--- src/rtl/mosaic_pkg.sv ---
// mosaic_pkg: shared mosaic size type, widths and the compare-wrap step helper
package mosaic_pkg;
  localparam int DEF_SIZE_W = 4;
  localparam int MAX_W = 16;
  typedef logic [DEF_SIZE_W-1:0] mosaic_size_t;
  typedef logic [MAX_W-1:0] mosaic_wide_t;
  // Wrap to zero once the counter reaches the block size; a counter already
  // past a freshly shrunk size also wraps instead of running on.
  function automatic mosaic_wide_t mosaic_next(input mosaic_wide_t ctr, input mosaic_wide_t size);
    return (ctr >= size) ? '0 : ctr + 16'd1;
  endfunction
endpackage

--- src/rtl/mosaic_axis_ctr.sv ---
// mosaic_axis_ctr: block position counter with clear, step enable and wrap at size
module mosaic_axis_ctr
  import mosaic_pkg::*;
#(
  parameter int W = DEF_SIZE_W
) (
  input  logic         clk,
  input  logic         reset_n,
  input  logic         clr_i,
  input  logic         step_i,
  input  logic [W-1:0] size_i,
  output logic [W-1:0] ctr_o
);
  logic [W-1:0] ctr_q, ctr_d;
  // clear wins over step; otherwise hold
  always_comb ctr_d = clr_i ? '0 : step_i ? W'(mosaic_next(MAX_W'(ctr_q), MAX_W'(size_i))) : ctr_q;
  // counter register
  always_ff @(posedge clk or negedge reset_n)
    if (!reset_n) ctr_q <= '0;
    else ctr_q <= ctr_d;
  assign ctr_o = ctr_q;
endmodule

--- src/rtl/mosaic_ctrl.sv ---
// mosaic_ctrl: multi-channel BG mosaic strobe and subtract generator
module mosaic_ctrl
  import mosaic_pkg::*;
#(
  parameter int NUM_CH = 4,
  parameter int SIZE_W = DEF_SIZE_W
) (
  input  logic                     clk,
  input  logic                     reset_n,
  input  logic                     dot_en,
  input  logic                     newframe,
  input  logic                     newline,
  input  logic                     period_start,
  input  logic                     size_we,
  input  logic [SIZE_W-1:0]        size_in,
  input  logic [NUM_CH-1:0]        ch_enable_in,
  output logic [NUM_CH-1:0]        pixel_strobe,
  output logic [NUM_CH*SIZE_W-1:0] x_subtract,
  output logic [NUM_CH*SIZE_W-1:0] y_subtract,
  output logic [SIZE_W-1:0]        size_active
);
  logic boundary, apply;
  logic pend_q, pend_d;
  logic [SIZE_W-1:0] size_act_q, size_act_d, size_pend_q, size_pend_d, x_ctr, y_ctr;
  logic [NUM_CH-1:0] en_act_q, en_act_d;
  // a write on the boundary dot is applied at once instead of being parked
  always_comb begin
    boundary = dot_en & (newline | newframe);
    apply = boundary & (pend_q | size_we);
    size_pend_d = size_we ? size_in : size_pend_q;
    size_act_d = apply ? size_pend_d : size_act_q;
    pend_d = size_we ? ~boundary : boundary ? 1'b0 : pend_q;
    en_act_d = boundary ? ch_enable_in : en_act_q;
  end
  // size and channel-enable registers
  always_ff @(posedge clk or negedge reset_n)
    if (!reset_n) begin
      size_act_q <= '0;
      size_pend_q <= '0;
      pend_q <= 1'b0;
      en_act_q <= '0;
    end else begin
      size_act_q <= size_act_d;
      size_pend_q <= size_pend_d;
      pend_q <= pend_d;
      en_act_q <= en_act_d;
    end
  mosaic_axis_ctr #(.W(SIZE_W)) u_x (
    .clk(clk), .reset_n(reset_n), .clr_i(dot_en & period_start), .step_i(dot_en),
    .size_i(size_act_q), .ctr_o(x_ctr)
  );
  mosaic_axis_ctr #(.W(SIZE_W)) u_y (
    .clk(clk), .reset_n(reset_n), .clr_i((dot_en & newframe) | apply), .step_i(dot_en & newline),
    .size_i(size_act_q), .ctr_o(y_ctr)
  );
  assign size_active = size_act_q;
  for (genvar i = 0; i < NUM_CH; i++) begin : g_ch
    logic act;
    assign act = en_act_q[i] & (|size_act_q);
    assign pixel_strobe[i] = act ? (x_ctr == '0) : 1'b1;
    assign x_subtract[i*SIZE_W +: SIZE_W] = act ? x_ctr : '0;
    assign y_subtract[i*SIZE_W +: SIZE_W] = act ? y_ctr : '0;
  end
endmodule

--- config.mk ---
export PLATFORM = sky130hd
export DESIGN_NAME = mosaic_ctrl
export DESIGN_NICKNAME = d
export VERILOG_FILES = /design/src/rtl/mosaic_pkg.sv /design/src/rtl/mosaic_axis_ctr.sv /design/src/rtl/mosaic_ctrl.sv
export SDC_FILE = /design/constraint.sdc
export NUM_CORES = 1
export LEC_CHECK = 0
export CAP_MARGIN = 20
export CELL_PAD_IN_SITES_DETAIL_PLACEMENT = 1
export CELL_PAD_IN_SITES_GLOBAL_PLACEMENT = 2
export CORE_MARGIN = 5
export CORE_UTILIZATION = 25
export DETAILED_ROUTE_END_ITERATION = 16
export PLACE_DENSITY = 0.9
export REMOVE_ABC_BUFFERS = 1
export SLEW_MARGIN = 20
export SYNTH_ARGS = -nofsm -noshare
export SYNTH_HDL_FRONTEND = slang
export SYNTH_SLANG_ARGS = --single-unit
--- constraint.sdc ---
create_clock -name clk -period 1.8 [get_ports clk]
set_input_delay 0.27 -clock clk [delete_from_list [all_inputs] [get_ports clk]]
set_output_delay 0.27 -clock clk [all_outputs]
set_load 0.01 [all_outputs]
==> results.toml, run 1 <==
[power]
seqPwrFrac_pct = 27.3
powerDensity_nw_per_um2 = 1222
p_int_mw = 1.600
power_leakage_nw = 1.079
switchingPower_mw = 1.151
pwr-share-comb_pct = 60.7
p_clk_share_pct = 12.0
ir_worst_vdd_v = 0.0003536
switching_share_pct = 41.84

[logic_synthesis]
synth-main-ff-cell = "dfrtp_1"
syn_area_um2 = 1415
synth_common_cells = "32 x and2_1, 21 x dfrtp_1, 11 x ha_1, 9 x inv_1, 9 x mux2_2"
synth_cell_types = 36
yosys_register_bits = 21
ys_seq_area_share_pct = 37.14
synthArstFlopShare_pct = 100.0
synth_cells = 142
yosysWarnings = 0
syn_area_per_cell_um2 = 9.966
synth.area.top_cells = "dfrtp_1 37%, and2_1 14%, ha_1 9.7%, mux2_2 7.2%, inv_1 2.4%"
synth_edf_count = 0
yosysMostFrequentCell = "and2_1"
synth_top_area_share_pct = 37.14
yosys.area.top_type = "dfrtp_1"

[critical_path]
end_kind = "primary output"
crit_path_cell_trace = "nor4_2 -> buf_4 -> nor2b_2 -> buf_4 -> and2_1 -> buf_2"
r2r-end = "u_x.ctr_o[3]"
reg2reg_from = "size_active[2]"
worstSetupStartpointType = "flop"
setup.worst_path.start = "size_active[0]"
required_ns = 1.53
crit_fanout = 4
worstSetupPathType = "reg2out"
worstPathArrival_ns = 1.59
r2r_slack_ns = 0.04
critical_path.max_stage_delay_ns = 0.40
cpMostUsedCell = "buf_4"
ff2ff_path_depth = 7
crit_path_top_delay_cell = "dfrtp_1"

[cts]
clock-sinks = 21
root_buffer = "clkbuf_8"
cts_tree = "yes"
clkTransAtPathRegs_ns = 0.08
clk_path_buf_depth = 2
h-tree-depth = 1
clock_latency_ns = 0.27
numCtsBuffers = 3

[place]
globalplace.congestion = 0.7911
dp_worst_setup_slack_ns = -0.1519
portBuffers = 54
dpl_cell_area_um2 = 2206
dp_hpwl_mm = 3.725

[route]
drc = 0
vias_per_cell = 4.601
vias = 1371
avgRoutedWirePerCell_um = 16.27
firstDrtPassIters = 4
drtIter0Drc = 33
wl_mm = 4.849
postRouteAntennaNets = 0

[sta]
hold_viol = 0
slew_violations = 0
min_period_ns = 1.864
max_freq_mhz = 536.4
fin_skew_ns = 0.003597
finalSetupViolations = 32
final.setup.worst_slack_ns = -0.06412
period_share_pct = 103.6
rsz0062_at_grt = "true"
worst_slew_pin_slew_ns = 0.3066
tns_ns = -1.678
slew_headroom_pct = 79.49

[final_layout]
area_growth_pct = 59.06
diodes = 0
fill_cells = 636
multi_input_area_um2 = 907.1
fin_area_um2 = 2251
post-route-util_pct = 40.88
regArea_um2 = 525.5
drive_above_1_share_pct = 46.02
final_nets = 253

[floorplan]
io_pins = 55
die_h_um = 85.24
die_w_um = 85.24
fp.coreArea_um2 = 5507
start_util_pct = 25.70
rows = 27
dieArea_um2 = 7265

[outcome]
status = "complete, but fails checks"
violations = "setup timing"

[run]
cap_violations = 0

[grt]
first_global_vias = 1487
grt_overflow = 0
grt.total_usage_pct = 13.19
grt_max_degree = 22
grt_pass1_wl_mm = 7.617
antenna_found_initial = 0

[hold_path]
hold_class = "in2async"
[flip-flops by register name (all words and copies together), names as in the netlist]
| name | flops |
|---|---|
| pend_q | 1 |
| size_pend_q | 4 |
| size_active | 4 |
| u_x.ctr_o | 4 |
| en_act_q | 4 |
| u_y.ctr_o | 4 |
[layout by cell type (no fill, tap or decap), types with 3 or more instances in the layout]
cell and n:
buf_6 13, clkdlybuf4s50_1 18, nand3_1 3, ha_4 3
nor2b_2 4, buf_2 30, dfrtp_1 21, ha_1 6
nand2_1 8, a21oi_1 4, clkbuf_8 3, nor2_1 6
and2_1 30, mux2_2 9, inv_1 6, buf_4 22
[cell type report]
class	count	area share [%]
multi-input cells	109	40.30
repair buffers	83	28.52
flip-flops and latches	21	23.35
well taps	72	4.002
clock buffers	4	2.001
inverters	9	1.834
[critical path: cells and delay by family, from the launching register on]
family / cells / cell delay (ns)
flops: 1 / 0.40
simple gates: 3 / 0.47
buf+inv: 3 / 0.45
[per-stage QoR]
stage	total power, mW	hold slack (ns)	cells
after global routing	2.980	0.3934	298
after floorplan	1.512	-0.02559	139
final	2.751	0.3549	298
after detailed placement	2.440	0.4897	290
after global placement	2.378	0.4877	290
after CTS	2.587	0.3688	294
[worst max-delay path by stage]
stage | endpoint | slack [ns] | cells past startpoint
global route | x_subtract[4] | -0.13 | 6
global placement | y_subtract[10] | -0.11 | 6
finish | x_subtract[3] | -0.06 | 6
CTS | x_subtract[2] | -0.07 | 6
detailed placement | y_subtract[7] | -0.15 | 6
floorplan | u_x.ctr_o[3] | 0.13 | 6
[metal layers]
layer | global-route usage, % | share of wire [%] | up-vias | wire [um]
li1 | - | - | 660 | -
met2 | 23.23 | 48 | 47 | 2339
met5 | 0 | 0 | - | 0
met1 | 15.78 | 44 | 657 | 2117
met3 | 3.204 | 6.3 | 7 | 304
met4 | 3.885 | 1.8 | 0 | 89
[cell families (layout without fill, tap and decap cells)]
kind of cell               after synthesis  count (layout)  synth area share (%)
and+or+nand+nor                         66              66                 27.50
AOI/OAI and AO/OA                       22              22                 13.44
DFF                                     21              21                 37.13
buffers and inverters                   12              96                 4.332
adders and majority gates               11              11                 9.726
muxes                                   10              10                 7.869
[power by group through the flow]
| stage | sequential, mW | clock, mW | combinational (mW) |
|---|---|---|---|
| floorplan | 0.732 | 0 | 0.780 |
| global placement | 0.735 | 0 | 1.64 |
| detailed placement | 0.747 | 0 | 1.69 |
| CTS | 0.738 | 0.333 | 1.52 |
| global route | 0.780 | 0.357 | 1.84 |
| finish | 0.752 | 0.329 | 1.67 |
[repair_timing]
action / in CTS / in global routing
pin swaps: 3 / 4
buffers inserted: 0 / 4
endpoints found under the setup margin: 43 / 42
resized for setup: 158 / 21
hold buffers: 0 / 0
hold endpoints to repair: 0 / 0
Note: power is estimated with default switching activity, not from simulation.
==> run 2: changes to the inputs <==
--- a/config.mk
+++ b/config.mk
@@ -8,10 +8,9 @@
 export CAP_MARGIN = 20
 export CELL_PAD_IN_SITES_DETAIL_PLACEMENT = 1
 export CELL_PAD_IN_SITES_GLOBAL_PLACEMENT = 2
-export CORE_MARGIN = 5
-export CORE_UTILIZATION = 25
+export CORE_UTILIZATION = 27
 export DETAILED_ROUTE_END_ITERATION = 16
-export PLACE_DENSITY = 0.9
+export PLACE_DENSITY = 0.95
 export REMOVE_ABC_BUFFERS = 1
 export SLEW_MARGIN = 20
 export SYNTH_ARGS = -nofsm -noshare
==> constraint.sdc (replaced) <==
create_clock -name clk -period 2.2 [get_ports clk]
set_input_delay 0.33 -clock clk [delete_from_list [all_inputs] [get_ports clk]]
set_output_delay 0.33 -clock clk [all_outputs]
set_load 0.01 [all_outputs]
==> run 2 against run 1 <==
- combinational power shrank 30%
- non-clock buffer count down 21
- sequential share of layout area grew 0.095 points
- the run now ends clean
- first-iteration DRC count up 6.1%
- cell count down 8.7%
- register-to-register slack better by 0.27 ns
==> results.toml, run 2 (same netlist as run 1, synthesis figures left out) <==
[outcome]
status = "finished clean"

[sta]
max_freq_mhz = 506.5
slew_violations = 0
finalSetupViolations = 0
period_share_pct = 89.74
min_period_ns = 1.974
hold_ws_ns = 0.4070
tns_ns = 0
slew_headroom_pct = 59.87
fin_skew_ns = 0.006553
rsz0062_at_grt = "false"
worst_slew_pin_slew_ns = 0.5973
hold_viol = 0
final.setup.worst_slack_ns = 0.2257

[cts]
clock-sinks = 21
h-tree-depth = 1
clock_latency_ns = 0.26
clkTransAtPathRegs_ns = 0.08
root_buffer = "clkbuf_8"
clk_path_buf_depth = 2
ctsHoldBuffers = 0
numCtsBuffers = 3
cts_tree = "yes"

[grt]
grt_overflow = 0
grt_max_degree = 22
grt_pass1_wl_mm = 6.527
antenna_found_initial = 0
first_global_vias = 1275
grt.total_usage_pct = 15.73

[power]
switchingPower_uw = 855.2
powerDensity_nw_per_um2 = 929.7
power_leakage_nw = 1.490
switching_share_pct = 40.93
p_clk_share_pct = 12.5
pwr-share-comb_pct = 56.0
p_int_mw = 1.234
ir_worst_vdd_v = 0.0002514
seqPwrFrac_pct = 31.5

[place]
dp_hpwl_mm = 3.093
dp.cells = 265
globalplace.congestion = 0.7770
portBuffers = 54
dp_worst_setup_slack_ns = 0.1364

[critical_path]
worstSetupPathType = "reg2out"
reg2reg_from = "size_active[2]"
worstPathArrival_ns = 1.64
ff2ff_path_depth = 6
end_kind = "primary output"
r2r_slack_ns = 0.31
worstSetupStartpointType = "flop"
required_ns = 1.87
crit_fanout = 9
r2r-end = "u_x.ctr_o[1]"
setup.worst_path.start = "size_active[0]"
critPathCapture = "x_subtract[3]"

[floorplan]
start_util_pct = 29.00
dieArea_um2 = 5535
die_h_um = 74.40
fp.coreArea_um2 = 4880
die_w_um = 74.40
io_pins = 55
rows = 25

[final_layout]
post-route-util_pct = 46.05
final_common_cell = "dlymetal6s2s_1"
layout.cells.non_filler = 272
layout_common_cells = "36 x dlymetal6s2s_1, 32 x and2_1, 20 x dfrtp_1"
drive_above_1_share_pct = 18.05
area_growth_pct = 58.80
final_nets = 232
diodes = 0

[route]
vias_per_cell = 4.680
firstDrtPassIters = 4
drc = 0
vias = 1273
wl_mm = 4.253
avgRoutedWirePerCell_um = 15.64
drtIter0Drc = 35
postRouteAntennaNets = 0

[run]
cap_violations = 0

[hold_path]
hold_class = "in2async"
-- run 2: changes by cell type in the layout (fill, tap and decap cells not counted), moves of 5 or more --
cell            change
buf_2              -30
buf_4              -14
buf_6              -13
ha_1                +5
dlymetal6s2s_1     +36
-- run 2: worst min-delay path by stage --
stage | start | to | cells past startpoint
2_1_floorplan | reset_n | en_act_q[0] | 0
3_3_place_gp | size_pend_q[0] | size_pend_q[0] | 1
3_5_place_dp | size_pend_q[3] | size_pend_q[3] | 1
4_1_cts | reset_n | size_pend_q[1] | 2
5_1_grt | reset_n | size_pend_q[1] | 2
6_report | reset_n | size_pend_q[1] | 2
-- run 2: area by class of cell --
class / instances / area (um2)
Clock buffer: 4 / 45.04
Sequential cell: 21 / 526.8
Inverter: 9 / 33.78
Timing Repair Buffer: 62 / 690.7
Multi-Input combinational cell: 109 / 867.1
Fill cell: 569 / 2633
Tap cell: 67 / 83.83
-- run 2: what timing repair did --
action | in CTS | in global routing
endpoints found under the setup margin | 36 | 36
pin swaps | 1 | 0
buffers inserted | 2 | 1
gates resized for setup | 10 | 37
-- run 2: per-stage QoR --
step           power, mW  instance area (um2)
3_5_place_dp       1.856                 2049
5_1_grt            2.262                 2247
4_1_cts            2.153                 2150
2_1_floorplan      1.237                 1388
3_3_place_gp       1.817                 2049
6_report           2.089                 2247
-- run 2: layer usage --
metal | wire length, um | vias up | track usage (%)
met3 | 267 | 3 | 2.710
met4 | 18 | 0 | 3.145
met2 | 2041 | 49 | 26.83
met5 | 0 | - | 0
met1 | 1926 | 609 | 20.94
li1 | - | 612 | -
-- run 2: worst max-delay path, cell delays in order (launching register included) --
cell	delay, ns
dfrtp_1	0.42
nor4_4	0.29
buf_4	0.17
buf_4	0.11
nor2b_4	0.05
and2_1	0.16
dlymetal6s2s_1	0.17
-- run 2: power groups by stage --
stage | clock network, mW | registers, mW | logic (mW)
final | 0.262 | 0.658 | 1.17
after global routing | 0.282 | 0.681 | 1.30
after CTS | 0.273 | 0.657 | 1.22
after detailed placement | 0 | 0.657 | 1.20
after global placement | 0 | 0.649 | 1.17
after floorplan | 0 | 0.599 | 0.638
==> run 3: changes to the inputs <==
--- a/config.mk
+++ b/config.mk
@@ -5,14 +5,15 @@
 export SDC_FILE = /design/constraint.sdc
 export NUM_CORES = 1
 export LEC_CHECK = 0
-export CAP_MARGIN = 20
+export CAP_MARGIN = 5
 export CELL_PAD_IN_SITES_DETAIL_PLACEMENT = 1
 export CELL_PAD_IN_SITES_GLOBAL_PLACEMENT = 2
-export CORE_UTILIZATION = 27
+export CORE_UTILIZATION = 28
 export DETAILED_ROUTE_END_ITERATION = 16
 export PLACE_DENSITY = 0.95
 export REMOVE_ABC_BUFFERS = 1
 export SLEW_MARGIN = 20
 export SYNTH_ARGS = -nofsm -noshare
 export SYNTH_HDL_FRONTEND = slang
+export SYNTH_HIERARCHICAL = 1
 export SYNTH_SLANG_ARGS = --single-unit
==> constraint.sdc (replaced) <==
create_clock -name clk -period 2.2 [get_ports clk]
set_input_delay 0.55 -clock clk [delete_from_list [all_inputs] [get_ports clk]]
set_output_delay 0.55 -clock clk [all_outputs]
set_load 0.01 [all_outputs]
==> run 3 against run 2 <==
- cell count increased by 14%
- global-route usage increased by 6.9 points
- sequential share of layout area decreased by 2.8 points
- clock skew increased by 0.00085 ns
- critical endpoint is now y_subtract[2]
- sequential power decreased by 17%
- the run now ends with setup timing left
- clock-buffer cell count decreased by 1
- combinational power increased by 21%
- non-clock buffer count increased by 32
- largest power group unchanged
- via count increased by 24%
==> results.toml, run 3 <==
[outcome]
status = "complete, but fails checks"
violations = "setup timing"

[power]
p_clk_share_pct = 12.2
p_int_mw = 1.354
pwr-share-comb_pct = 63.5
switchingPower_uw = 881.1
powerDensity_nw_per_um2 = 870.0
power_leakage_nw = 1.201
switching_share_pct = 39.43
seqPwrFrac_pct = 24.3
total_power_mw = 2.235
ir_worst_vdd_v = 0.0004782

[floorplan]
fp.coreArea_um2 = 4848
die_w_um = 73.72
start_util_pct = 29.70
rows = 25
die_h_um = 73.72
io_pins = 55
dieArea_um2 = 5434

[route]
met1_length_mm = 2.409
wl_mm = 5.908
wl_met2_mm = 3.100
drc = 0
vias_per_cell = 5.091
vias = 1573
drtIter0Drc = 83
top_layer = "met4"
avgRoutedWirePerCell_um = 19.12
firstDrtPassIters = 4
postRouteAntennaNets = 0
dr_wl_met3_um = 275

[logic_synthesis]
ys_seq_area_share_pct = 36.49
synth_edf_count = 0
synth-main-ff-cell = "dfrtp_1"
yosysMostFrequentCell = "and2_1"
synth_cell_types = 22
synthArstFlopShare_pct = 100.0
synth_common_cells = "34 x and2_1, 21 x dfrtp_1, 12 x mux2_2, 10 x ha_1"
syn_area_um2 = 1440
syn_area_per_cell_um2 = 10.29
synth_cells = 140
synth.area.top_cells = "dfrtp_1 36%, and2_1 15%, mux2_2 9.4%, ha_1 8.7%, o211ai_1 4.2%"
synth_top_area_share_pct = 36.49
yosys_register_bits = 21
yosysWarnings = 6
yosys.area.top_type = "dfrtp_1"

[critical_path]
worstSetupPathType = "reg2out"
required_ns = 1.65
worstPathArrival_ns = 1.80
end_kind = "primary output"
r2r-end = "u_y/ctr_o[3]"
ff2ff_path_depth = 9
r2r_slack_ns = -0.01
worstSetupStartpointType = "flop"
setup.worst_path.start = "size_active[2]"
reg2reg_from = "size_active[0]"
crit_fanout = 6
critPathCapture = "y_subtract[2]"

[place]
dp.cells = 275
globalplace.congestion = 0.7609
portBuffers = 54
dp_hpwl_mm = 3.256

[final_layout]
layout_common_cells = "34 x buf_6, 28 x buf_4, 21 x and2_4"
drive_above_1_share_pct = 52.07
final_common_cell = "buf_6"
diodes = 0
layout.cells.non_filler = 309
final_nets = 268
area_growth_pct = 78.37
post-route-util_pct = 52.98

[sta]
worst_slew_pin_slew_ns = 0.5291
tns_ns = -1.809
slew_headroom_pct = 64.49
hold_viol = 0
final.setup.worst_slack_ns = -0.1464
fin_skew_ns = 0.007402
rsz0062_at_grt = "true"
max_freq_mhz = 426.2
hold_ws_ns = 0.5035
min_period_ns = 2.346
finalSetupViolations = 27
period_share_pct = 106.7
slew_violations = 0

[cts]
clkTransAtPathRegs_ns = 0.09
h-tree-depth = 1
root_buffer = "clkbuf_8"
clock_latency_ns = 0.27
numCtsBuffers = 3
clk_path_buf_depth = 2
ctsHoldBuffers = 0
cts_tree = "yes"
clock-sinks = 21

[grt]
antenna_found_initial = 0
grt.total_usage_pct = 22.67
grt_overflow = 0
grt_pass1_wl_mm = 9.011
first_global_vias = 1619
grt_max_degree = 22

[hold_path]
hold_class = "reg2reg"

[run]
cap_violations = 0
## run 3: cell count changes in the layout (fill, tap and decap cells not counted), sizes merged, moves of 3 or more
cell,before,now
nand2,9,6
o211ai,2,8
nor2b,4,0
nand2b,2,10
clkbuf,4,8
buf,8,71
nor2,7,4
o41a,0,8
mux2,9,12
dlymetal6s2s,36,2
## run 3: what timing repair did
action | in CTS | in global routing
pin swaps | 27 | 23
setup buffers | 25 | 2
gates resized for setup | 150 | 58
endpoints found under the setup margin | 36 | 45
cloned | 4 | 0
## run 3: power by group through the flow
stage / logic, mW / clock network (mW) / registers (mW)
after floorplan: 0.515 / 0 / 0.551
after global placement: 1.04 / 0 / 0.513
after detailed placement: 1.07 / 0 / 0.521
after CTS: 1.20 / 0.276 / 0.531
after global routing: 1.51 / 0.297 / 0.553
final: 1.42 / 0.273 / 0.544
## run 3: critical path, cell delays in order (launching register included)
cell and delay (ns):
dfrtp_2 0.48, buf_12 0.16, o41a_1 0.48, buf_4 0.16, and2_4 0.14, buf_6 0.11
## run 3: layout make-up
class                   count  area, um2
flip-flops and latches     21      530.5
clock buffers               3      41.29
clock inverters             1      7.507
inverters                   8      30.03
well taps                  67      83.83
fillers                   555       2280
repair buffers             94      863.3
multi-input cells         115       1012
## run 3: cell families after synthesis
| kind of cell | Yosys count | synth area share, % |
|---|---|---|
| buffers and inverters | 8 | 2.085 |
| DFF | 21 | 36.49 |
| and+or+nand+nor | 57 | 23.98 |
| AOI/OAI and AO/OA | 30 | 17.98 |
| adders and majority gates | 10 | 8.688 |
| muxes | 14 | 10.77 |
## run 3: routing by layer
layer	vias to the layer above	global-route usage, %
met2	55	42.00
met1	790	27.74
met4	0	5.769
li1	720	-
met3	8	2.332
met5	-	0
## run 3: worst min path at each step
stage	cells past startpoint	startpoint	slack, ns	endpoint
6_report	1	size_pend_q[1]	0.50	size_pend_q[1]
4_1_cts	1	size_pend_q[1]	0.50	size_pend_q[1]
2_1_floorplan	0	reset_n	0.25	en_act_q[0]
3_5_place_dp	1	size_pend_q[2]	0.48	size_pend_q[2]
3_3_place_gp	1	pend_q	0.47	pend_q
5_1_grt	1	size_pend_q[0]	0.53	size_pend_q[0]
## run 3: metrics by stage
| step | cell area, um2 | setup slack [ns] |
|---|---|---|
| after global routing | 2569 | -0.1907 |
| after CTS | 2367 | -0.1257 |
| final | 2569 | -0.1464 |
| after global placement | 2170 | -0.05805 |
| after detailed placement | 2170 | -0.08622 |
| after floorplan | 1440 | 0.4905 |
